--- config.mk ---
export PLATFORM = sky130hd
export DESIGN_NAME = spi_register_router
export DESIGN_NICKNAME = d
export VERILOG_FILES = /design/src/rtl/spi_register_pkg.sv /design/src/rtl/spi_opcode_decoder.sv /design/src/rtl/spi_register_router.sv
export SDC_FILE = /design/constraint.sdc
export NUM_CORES = 1
export LEC_CHECK = 0
export CORE_MARGIN = 1
export CORE_UTILIZATION = 25
export CTS_BUF_LIST = sky130_fd_sc_hd__clkbuf_4 sky130_fd_sc_hd__clkbuf_8
export CTS_CLUSTER_SIZE = 24
export DETAILED_ROUTE_END_ITERATION = 12
export GPL_TIMING_DRIVEN = 0
export PLACE_DENSITY_LB_ADDON = 0.15
export RECOVER_POWER = 100
export SYNTH_ARGS = -nofsm -noshare
export SYNTH_HDL_FRONTEND = slang
export SYNTH_HIERARCHICAL = 1
export SYNTH_SLANG_ARGS = --single-unit
--- constraint.sdc ---
create_clock -name clock -period 2.2 [get_ports clock]
set_clock_uncertainty 0.15 [all_clocks]
set_input_delay 0.44 -clock clock [delete_from_list [all_inputs] [get_ports clock]]
set_output_delay 0.44 -clock clock [all_outputs]
set_load 0.005 [all_outputs]
--- src/rtl/spi_register_pkg.sv ---
// Shared types and constants for the SPI register router: FSM states, opcode map, error bytes.
package spi_register_pkg;

    typedef enum logic [1:0] {
        ST_IDLE   = 2'd0,
        ST_OPCODE = 2'd1,
        ST_ACTIVE = 2'd2,
        ST_BAD_OP = 2'd3
    } state_t;

    localparam logic [7:0] OPCODE_CHIP_ID = 8'hDB;
    localparam logic [7:0] OPCODE_REG1    = 8'hDC;
    localparam logic [7:0] OPCODE_REG2    = 8'hDD;
    localparam logic [7:0] OPCODE_REG3    = 8'hDE;

    localparam logic [7:0] IDLE_BYTE_DEF    = 8'h00;
    localparam logic [7:0] BAD_OP_BYTE_DEF  = 8'hFF;
    localparam logic [7:0] TIMEOUT_BYTE_DEF = 8'hEE;

    function automatic logic [3:0] sat_inc4(input logic [3:0] v);
        return (v == 4'hF) ? 4'hF : v + 4'd1;
    endfunction

endpackage

--- src/rtl/spi_opcode_decoder.sv ---
// Opcode decoder: compares one byte against the opcode table, giving a one-hot register select and a hit flag.
// Latency: purely combinational.
// Backpressure: none, no state.
module spi_opcode_decoder
    import spi_register_pkg::*;
#(
    parameter int                       NUM_REGS = 4,
    parameter logic [NUM_REGS-1:0][7:0] OPCODES  = {OPCODE_REG3, OPCODE_REG2, OPCODE_REG1, OPCODE_CHIP_ID}
) (
    input  logic [7:0]          opcode_dat,
    output logic [NUM_REGS-1:0] onehot,
    output logic                hit
);

    always_comb begin
        onehot = '0;
        for (int i = 0; i < NUM_REGS; i++) begin
            onehot[i] = (opcode_dat == OPCODES[i]);
        end
        hit = |onehot;
    end

endmodule

--- src/rtl/spi_register_router.sv ---
// SPI transaction router: first byte of a CS window selects a register, later bytes become operands, responses go to tx.
// Latency: 1 cycle from rx_valid / reg_data_valid to the registered outputs.
// Backpressure: none; strobes are consumed on arrival, silent responders are cut off after TIMEOUT_CYCLES.
module spi_register_router
    import spi_register_pkg::*;
#(
    parameter int                       NUM_REGS       = 4,
    parameter logic [NUM_REGS-1:0][7:0] OPCODES        = {OPCODE_REG3, OPCODE_REG2, OPCODE_REG1, OPCODE_CHIP_ID},
    parameter int                       TIMEOUT_CYCLES = 16,
    parameter logic [7:0]               IDLE_BYTE      = IDLE_BYTE_DEF,
    parameter logic [7:0]               BAD_OP_BYTE    = BAD_OP_BYTE_DEF,
    parameter logic [7:0]               TIMEOUT_BYTE   = TIMEOUT_BYTE_DEF
) (
    input  logic                  clock,
    input  logic                  reset,
    input  logic                  cs_active,
    input  logic [7:0]            rx_byte,
    input  logic                  rx_valid,
    output logic [NUM_REGS-1:0]   enable,
    output logic [7:0]            operand,
    output logic                  operand_valid,
    output logic [3:0]            operand_index,
    input  logic [NUM_REGS*8-1:0] reg_data,
    input  logic [NUM_REGS-1:0]   reg_data_valid,
    output logic [7:0]            tx_byte,
    output logic                  bad_opcode,
    output logic                  timeout
);

    state_t                state_q, state_d;
    logic [NUM_REGS-1:0]   enable_q, enable_d;
    logic [7:0]            operand_q, operand_d;
    logic                  operand_valid_q, operand_valid_d;
    logic [3:0]            operand_index_q, operand_index_d;
    logic [3:0]            op_cnt_q, op_cnt_d;
    logic [7:0]            tx_byte_q, tx_byte_d;
    logic                  bad_opcode_q, bad_opcode_d;
    logic                  timeout_q, timeout_d;
    logic [4:0]            tmo_cnt_q, tmo_cnt_d;
    logic                  resp_seen_q, resp_seen_d;
    logic                  cs_block_q, cs_block_d;

    logic [NUM_REGS-1:0]   dec_onehot;
    logic                  dec_hit;
    logic                  sel_vld;
    logic [7:0]            sel_dat;

    spi_opcode_decoder #(
        .NUM_REGS (NUM_REGS),
        .OPCODES  (OPCODES)
    ) u_decoder (
        .opcode_dat (rx_byte),
        .onehot     (dec_onehot),
        .hit        (dec_hit)
    );

    // Only the enabled responder can drive tx; valids on other indices fall out here.
    always_comb begin
        sel_vld = 1'b0;
        sel_dat = '0;
        for (int i = 0; i < NUM_REGS; i++) begin
            if (enable_q[i] && reg_data_valid[i]) begin
                sel_vld = 1'b1;
                sel_dat = sel_dat | reg_data[i*8 +: 8];
            end
        end
    end

    always_comb begin
        state_d         = state_q;
        enable_d        = enable_q;
        operand_d       = operand_q;
        operand_valid_d = 1'b0;
        operand_index_d = operand_index_q;
        op_cnt_d        = op_cnt_q;
        tx_byte_d       = tx_byte_q;
        bad_opcode_d    = bad_opcode_q;
        timeout_d       = timeout_q;
        tmo_cnt_d       = tmo_cnt_q;
        resp_seen_d     = resp_seen_q;
        cs_block_d      = cs_block_q;

        if (!cs_active) begin
            state_d         = ST_IDLE;
            enable_d        = '0;
            operand_index_d = '0;
            op_cnt_d        = '0;
            tx_byte_d       = IDLE_BYTE;
            bad_opcode_d    = 1'b0;
            timeout_d       = 1'b0;
            tmo_cnt_d       = '0;
            resp_seen_d     = 1'b0;
            cs_block_d      = 1'b0;
        end else begin
            case (state_q)
                ST_IDLE: begin
                    // After a reset inside a window, wait for CS to drop before decoding again.
                    if (!cs_block_q) state_d = ST_OPCODE;
                end
                ST_OPCODE: begin
                    if (rx_valid) begin
                        if (dec_hit) begin
                            enable_d    = dec_onehot;
                            tmo_cnt_d   = '0;
                            resp_seen_d = 1'b0;
                            state_d     = ST_ACTIVE;
                        end else begin
                            bad_opcode_d = 1'b1;
                            tx_byte_d    = BAD_OP_BYTE;
                            state_d      = ST_BAD_OP;
                        end
                    end
                end
                ST_ACTIVE: begin
                    if (rx_valid) begin
                        operand_d       = rx_byte;
                        operand_valid_d = 1'b1;
                        operand_index_d = op_cnt_q;
                        op_cnt_d        = sat_inc4(op_cnt_q);
                    end
                    if (sel_vld) begin
                        tx_byte_d   = sel_dat;
                        resp_seen_d = 1'b1;
                    end else if (!resp_seen_q && !timeout_q) begin
                        if (tmo_cnt_q == 5'(TIMEOUT_CYCLES - 1)) begin
                            timeout_d = 1'b1;
                            tx_byte_d = TIMEOUT_BYTE;
                        end else begin
                            tmo_cnt_d = tmo_cnt_q + 5'd1;
                        end
                    end
                end
                ST_BAD_OP: begin
                end
                default: state_d = ST_IDLE;
            endcase
        end
    end

    always_ff @(posedge clock) begin
        if (reset) begin
            state_q         <= ST_IDLE;
            enable_q        <= '0;
            operand_q       <= '0;
            operand_valid_q <= 1'b0;
            operand_index_q <= '0;
            op_cnt_q        <= '0;
            tx_byte_q       <= IDLE_BYTE;
            bad_opcode_q    <= 1'b0;
            timeout_q       <= 1'b0;
            tmo_cnt_q       <= '0;
            resp_seen_q     <= 1'b0;
            cs_block_q      <= 1'b1;
        end else begin
            state_q         <= state_d;
            enable_q        <= enable_d;
            operand_q       <= operand_d;
            operand_valid_q <= operand_valid_d;
            operand_index_q <= operand_index_d;
            op_cnt_q        <= op_cnt_d;
            tx_byte_q       <= tx_byte_d;
            bad_opcode_q    <= bad_opcode_d;
            timeout_q       <= timeout_d;
            tmo_cnt_q       <= tmo_cnt_d;
            resp_seen_q     <= resp_seen_d;
            cs_block_q      <= cs_block_d;
        end
    end

    assign enable        = enable_q;
    assign operand       = operand_q;
    assign operand_valid = operand_valid_q;
    assign operand_index = operand_index_q;
    assign tx_byte       = tx_byte_q;
    assign bad_opcode    = bad_opcode_q;
    assign timeout       = timeout_q;

endmodule
* After elaboration in Yosys (flattened, before gate mapping) *
Cells that the tools add are included.

word-level totals
  flip-flop bits (word level) = 40
  input bits = 48
  logic and storage cells = 91

operators by class
  add/sub/neg operators = 2
  equality and inequality tests = 18
  muxes and demuxes = 30
  bitwise operators = 7
  reduce and logical (&&, ||, !) cells = 22

operators with widths
  operator             number
  $mux 8               9
  $eq 8x8->1 const B   4
  $mux 5               5
  $or 8x8->8           3
  $ne 2x2->1 const B   8
  $pmux 8 s2           1
  $reduce_and 3->1     4
  $pmux 5 s2           1
  $mux 1               9
  $reduce_and 4->1     2
  $ne 3x3->1 const B   2
  $reduce_and 6->1     1
  $add 5x1->5 const B  1
  $eq 5x4->1 const B   1
  $logic_and 1x1->1    5
  $reduce_and 5->1     1
  $add 4x1->4 const B  1
  $eq 4x4->1 const B   1
  $mux 2               2
  $mux 4               1
  $not 1->1            4
  $pmux 2 s2           1
  $reduce_bool 2->1    2
  $reduce_or 4->1      1
  other kinds (8)      9

* Depth between registers and ports, before layout *
  depth after elaboration = 10
  depth in mapped cells = 7
  gate-level depth less buffers = 6

* Modules after synthesis *
The synthesis kept the hierarchy.

modules (own cells, without submodules)
  module               times used  cells an instance  area an instance (um2)  sequential area each (um2)
  spi_register_router  1           208                1798.0                  800.8
  spi_opcode_decoder   1           12                 96.3                    0.0

* Least setup slack after synthesis *
OpenSTA, ideal clock, no wires.

  path kind = in2reg
  start = input rx_byte[2]
  end = register tmo_cnt_q[4]
  setup time = 101 ps
  data arrival time = 1679 ps
  required time = 1949 ps
  slack = 270 ps
  stages on the path = 6
  buffers on the path = 0
  cells stage by stage = a21bo_2 > a211oi_2 > nand4b_1 > o41ai_2 > nand2_1 > o41ai_1

between the ends
  longest elaborated chain between the ends = 4
  elaborated cells on any way between the ends = 7

RTL lines
  element                              RTL line                    RTL
  from (decl)                          spi_register_router.sv:17   input logic [7:0] rx_byte,
  $eq 8x8->1                           spi_opcode_decoder.sv:18    onehot[i] = (opcode_dat == OPCODES[i]);
  $reduce_or 4->1 *                    spi_opcode_decoder.sv:20    hit = |onehot;
  via dec_hit                          spi_register_router.sv:44   logic dec_hit;
  $ne 2x2->1 (no source line) *        -
  $reduce_and 6->1 (no source line) *  -
  to (signal assigned)                 spi_register_router.sv:164  tmo_cnt_q <= tmo_cnt_d;
  to (decl)                            spi_register_router.sv:39   logic [4:0] tmo_cnt_q, tmo_cnt_d;

The timed path passes the listed nets; every way through them passes the cells marked *.
A chain may end at the register's enable or synchronous reset.

* Worst setup path in the final report *
  start = input rx_byte[4]
  end = register tmo_cnt_q[2]

Same word-level chain as after synthesis.

==> impl_metrics.json <==
{
  "fin_ws_ns": 0.122,
  "die_w_um": 89.0,
  "hold_path.class": "reg2reg",
  "internal_power_w": 0.00105,
  "holdWs_ns": 0.304,
  "slew_headroom_pct": 57.3,
  "power-per-cell-area_nw_per_um2": 467,
  "ys_warn_count": 6,
  "cp-end-kind": "flop",
  "antenna_cells": 0,
  "synthArstFlopShare_pct": 0,
  "cts_root_buffer": "clkbuf_8",
  "cts_max_level": 2,
  "reg2reg_slack_ns": 0.24,
  "syn2layout_area_growth_pct": 52.8,
  "synth.avg_cell_area_um2": 8.61,
  "firstDrtPassIters": 4,
  "post_drt_via_cell_ratio": 4.67,
  "status": "completed",
  "ys.flop_type": "dfxtp_1",
  "met3WireLength_um": 416,
  "ant_nets": 0,
  "path_class": "in2reg",
  "reg2regPathDepth": 6,
  "ir_drop_mv": 0.226,
  "arrival_ns": 2.12,
  "critPathCapture": "tmo_cnt_q[2]",
  "rows": 31,
  "synth_edf_count": 0,
  "critPathLaunch": "rx_byte[4]",
  "die_y_um": 89.0,
  "cp-start-kind": "input port",
  "crit_required_ns": 2.24,
  "met1_length_um": 2430,
  "top_layer": "met4",
  "ios": 75,
  "grt_pass1_wl_um": 8330,
  "final_max_slew_viol_count": 0,
  "timing.rr.end": "tmo_cnt_q[4]",
  "wl_met2_um": 2330,
  "critPathMaxFanout": 5,
  "drive_above_1_share_pct": 10.6,
  "worstMarginPinSlew_ns": 0.640,
  "yosysMostFrequentCell": "nand2_1",
  "clk_pin_slew_ns": 0.08,
  "hold_buffers": 0,
  "dpl.hpwl_um": 3930,
  "cp.buffers_inverters": 2,
  "syn-cell-area_um2": 1890,
  "setup_viol": 0,
  "seqPwrFrac_pct": 54.1,
  "cts_buffers": 5,
  "antenna_found_initial": 0,
  "dpl_worst_slack_ns": -0.540,
  "ys_ff_latch": 40,
  "first_iter_violations": 44,
  "synth_top_cell_by_area": "dfxtp_1",
  "worst-path-stages": 8,
  "pwr-share-clk_pct": 35.1,
  "io_buffers": 74,
  "vias": 1876,
  "initial_utilization_pct": 26.0,
  "min_period_ns": 2.08,
  "rsz0062_at_grt": "true",
  "reg2reg_from": "tmo_cnt_q[0]",
  "yosys.area.top_type_share_pct": 42.3,
  "sw_frac_of_total_pct": 22.2,
  "synthCells": 220,
  "p_leak_nw": 1.16,
  "cts_tree": "yes",
  "die_area_um2": 7930,
  "fin_crit_sh_pct": 94.4,
  "core-area_um2": 7290,
  "clock_path_buffers": 2,
  "grt-ovfl-total": 0,
  "critPathMaxStageDelay_ns": 0.53,
  "ys_seq_area_share_pct": 42.3,
  "wl_per_cell_um": 13.0,
  "grt_max_degree": 12,
  "maxCapViolCount": 0,
  "worst_path_max_delay_cell": "clkdlybuf4s50_1",
  "nNetsFinal": 354,
  "synth_nets": 271,
  "drcViolationCount": 0,
  "cts_sinks": 40,
  "place_congestion": 0.729,
  "yosysUniqueCellTypes": 45,
  "grt_usage_pct": 13.6,
  "clock_latency_ns": 0.29,
  "max_freq_ghz": 0.481,
  "synthTopCellsByArea": "dfxtp_1 42%, nand2_1 10%, a22oi_1 7.1%, a21oi_1 5.5%, o221a_2 4.8%",
  "grt_pass1_vias": 1859,
  "p_sw_w": 0.000300,
  "drt_wl_total_um": 5220,
  "path_delay_family": "buffers and inverters",
  "pwr-share-comb_pct": 10.7,
  "synthTopCellsByCount": "52 x nand2_1, 40 x dfxtp_1, 21 x a21oi_1",
  "crit_chain": "clkdlybuf4s50_1, nand4b_4, a211oi_4, nand4b_1, buf_4, nand3_1, a21oi_1, a31o_2",
  "final-hold-violation-count": 0
}
[state kept, by name (all words and copies together) (netlist names)]
name	count
tx_byte	8
operand_index	4
state_q	2
timeout	1
operand_valid	1
enable	4
bad_opcode	1
tmo_cnt_q	5
op_cnt_q	4
resp_seen_q	1
operand	8
cs_block_q	1
[how the worst min path moves through the flow]
stage                           startpoint  slack, ns  cells past startpoint                to
final                           cs_block_q       0.30                      1        cs_block_q
after global routing      operand_index[0]       0.32                      2  operand_index[0]
after CTS                       cs_block_q       0.31                      1        cs_block_q
after detailed placement        cs_block_q       0.29                      1        cs_block_q
after global placement          cs_block_q       0.29                      1        cs_block_q
after floorplan                 cs_block_q       0.28                      1        cs_block_q
[layout make-up]
type / count / area (um2)
flip-flops and latches: 40 / 801
clock inverters: 1 / 5.00
clock buffers: 6 / 76.3
fillers: 779 / 4400
plain buffers: 13 / 61.3
multi-input cells: 163 / 1040
inverters: 3 / 11.3
well taps: 99 / 124
repair buffers: 77 / 771
[power groups by stage]
stage	Clock (W)	Combinational (W)	Sequential (W)
2_1_floorplan	0	0.0000371	0.000748
3_3_place_gp	0	0.000145	0.000748
6_report	0.000474	0.000145	0.000731
4_1_cts	0.000495	0.000149	0.000731
5_1_grt	0.000524	0.000158	0.000732
3_5_place_dp	0	0.000146	0.000748
[kinds of logic (layout without fill, tap and decap cells)]
| kind of cell | after synthesis | count (layout) | share of synthesized area [%] |
|---|---|---|---|
| muxes | 2 | 2 | 1.06 |
| and+or+nand+nor | 93 | 93 | 24.8 |
| DFF | 40 | 40 | 42.3 |
| buffers and inverters | 17 | 100 | 4.09 |
| adders and majority gates | 3 | 3 | 1.98 |
| AOI/OAI and AO/OA | 65 | 65 | 25.8 |
[routing by layer]
layer | vias to the layer above | GRT usage [%]
li1 | 966 | -
met1 | 848 | 15.8
met2 | 60 | 23.6
met5 | - | 0
met4 | 0 | 4.91
met3 | 2 | 4.16
[per-stage QoR]
stage | util (%) | setup TNS (ns) | instance area (um2) | power, W | std cells
global route | 39.7 | -0.0485 | 2890 | 0.00141 | 402
finish | 39.7 | 0 | 2890 | 0.00135 | 402
CTS | 39.2 | 0 | 2860 | 0.00137 | 401
floorplan | - | 0 | 1890 | 0.000786 | 220
detailed placement | 37.8 | -7.20 | 2760 | 0.000894 | 393
global placement | 37.8 | -7.48 | 2760 | 0.000894 | 393
[layout by cell type (no fill, tap or decap), types with 7 or more instances in the layout]
| master | n |
|---|---|
| dfxtp_1 | 40 |
| o221a_2 | 8 |
| clkbuf_1 | 7 |
| clkdlybuf4s50_1 | 42 |
| dlygate4sd3_1 | 29 |
| nand2_1 | 51 |
| a21oi_1 | 21 |
| nor2_1 | 9 |
| a22oi_1 | 18 |
[worst register-to-register path: cells and delay by family, from the launching register on]
kind	cells	cell delay (ns)
flip-flops	1	0.34
AND/OR/NAND/NOR	2	0.32
adder cells (fa/ha/maj)	2	0.50
AO/OA/AOI/OAI	2	0.57
[timing repair]
item,in CTS,in global routing
pin swaps,1,3
gates resized for setup,1,8
setup buffers,2,1
setup endpoints to repair,6,17
Power figures use the tool's default switching activity.
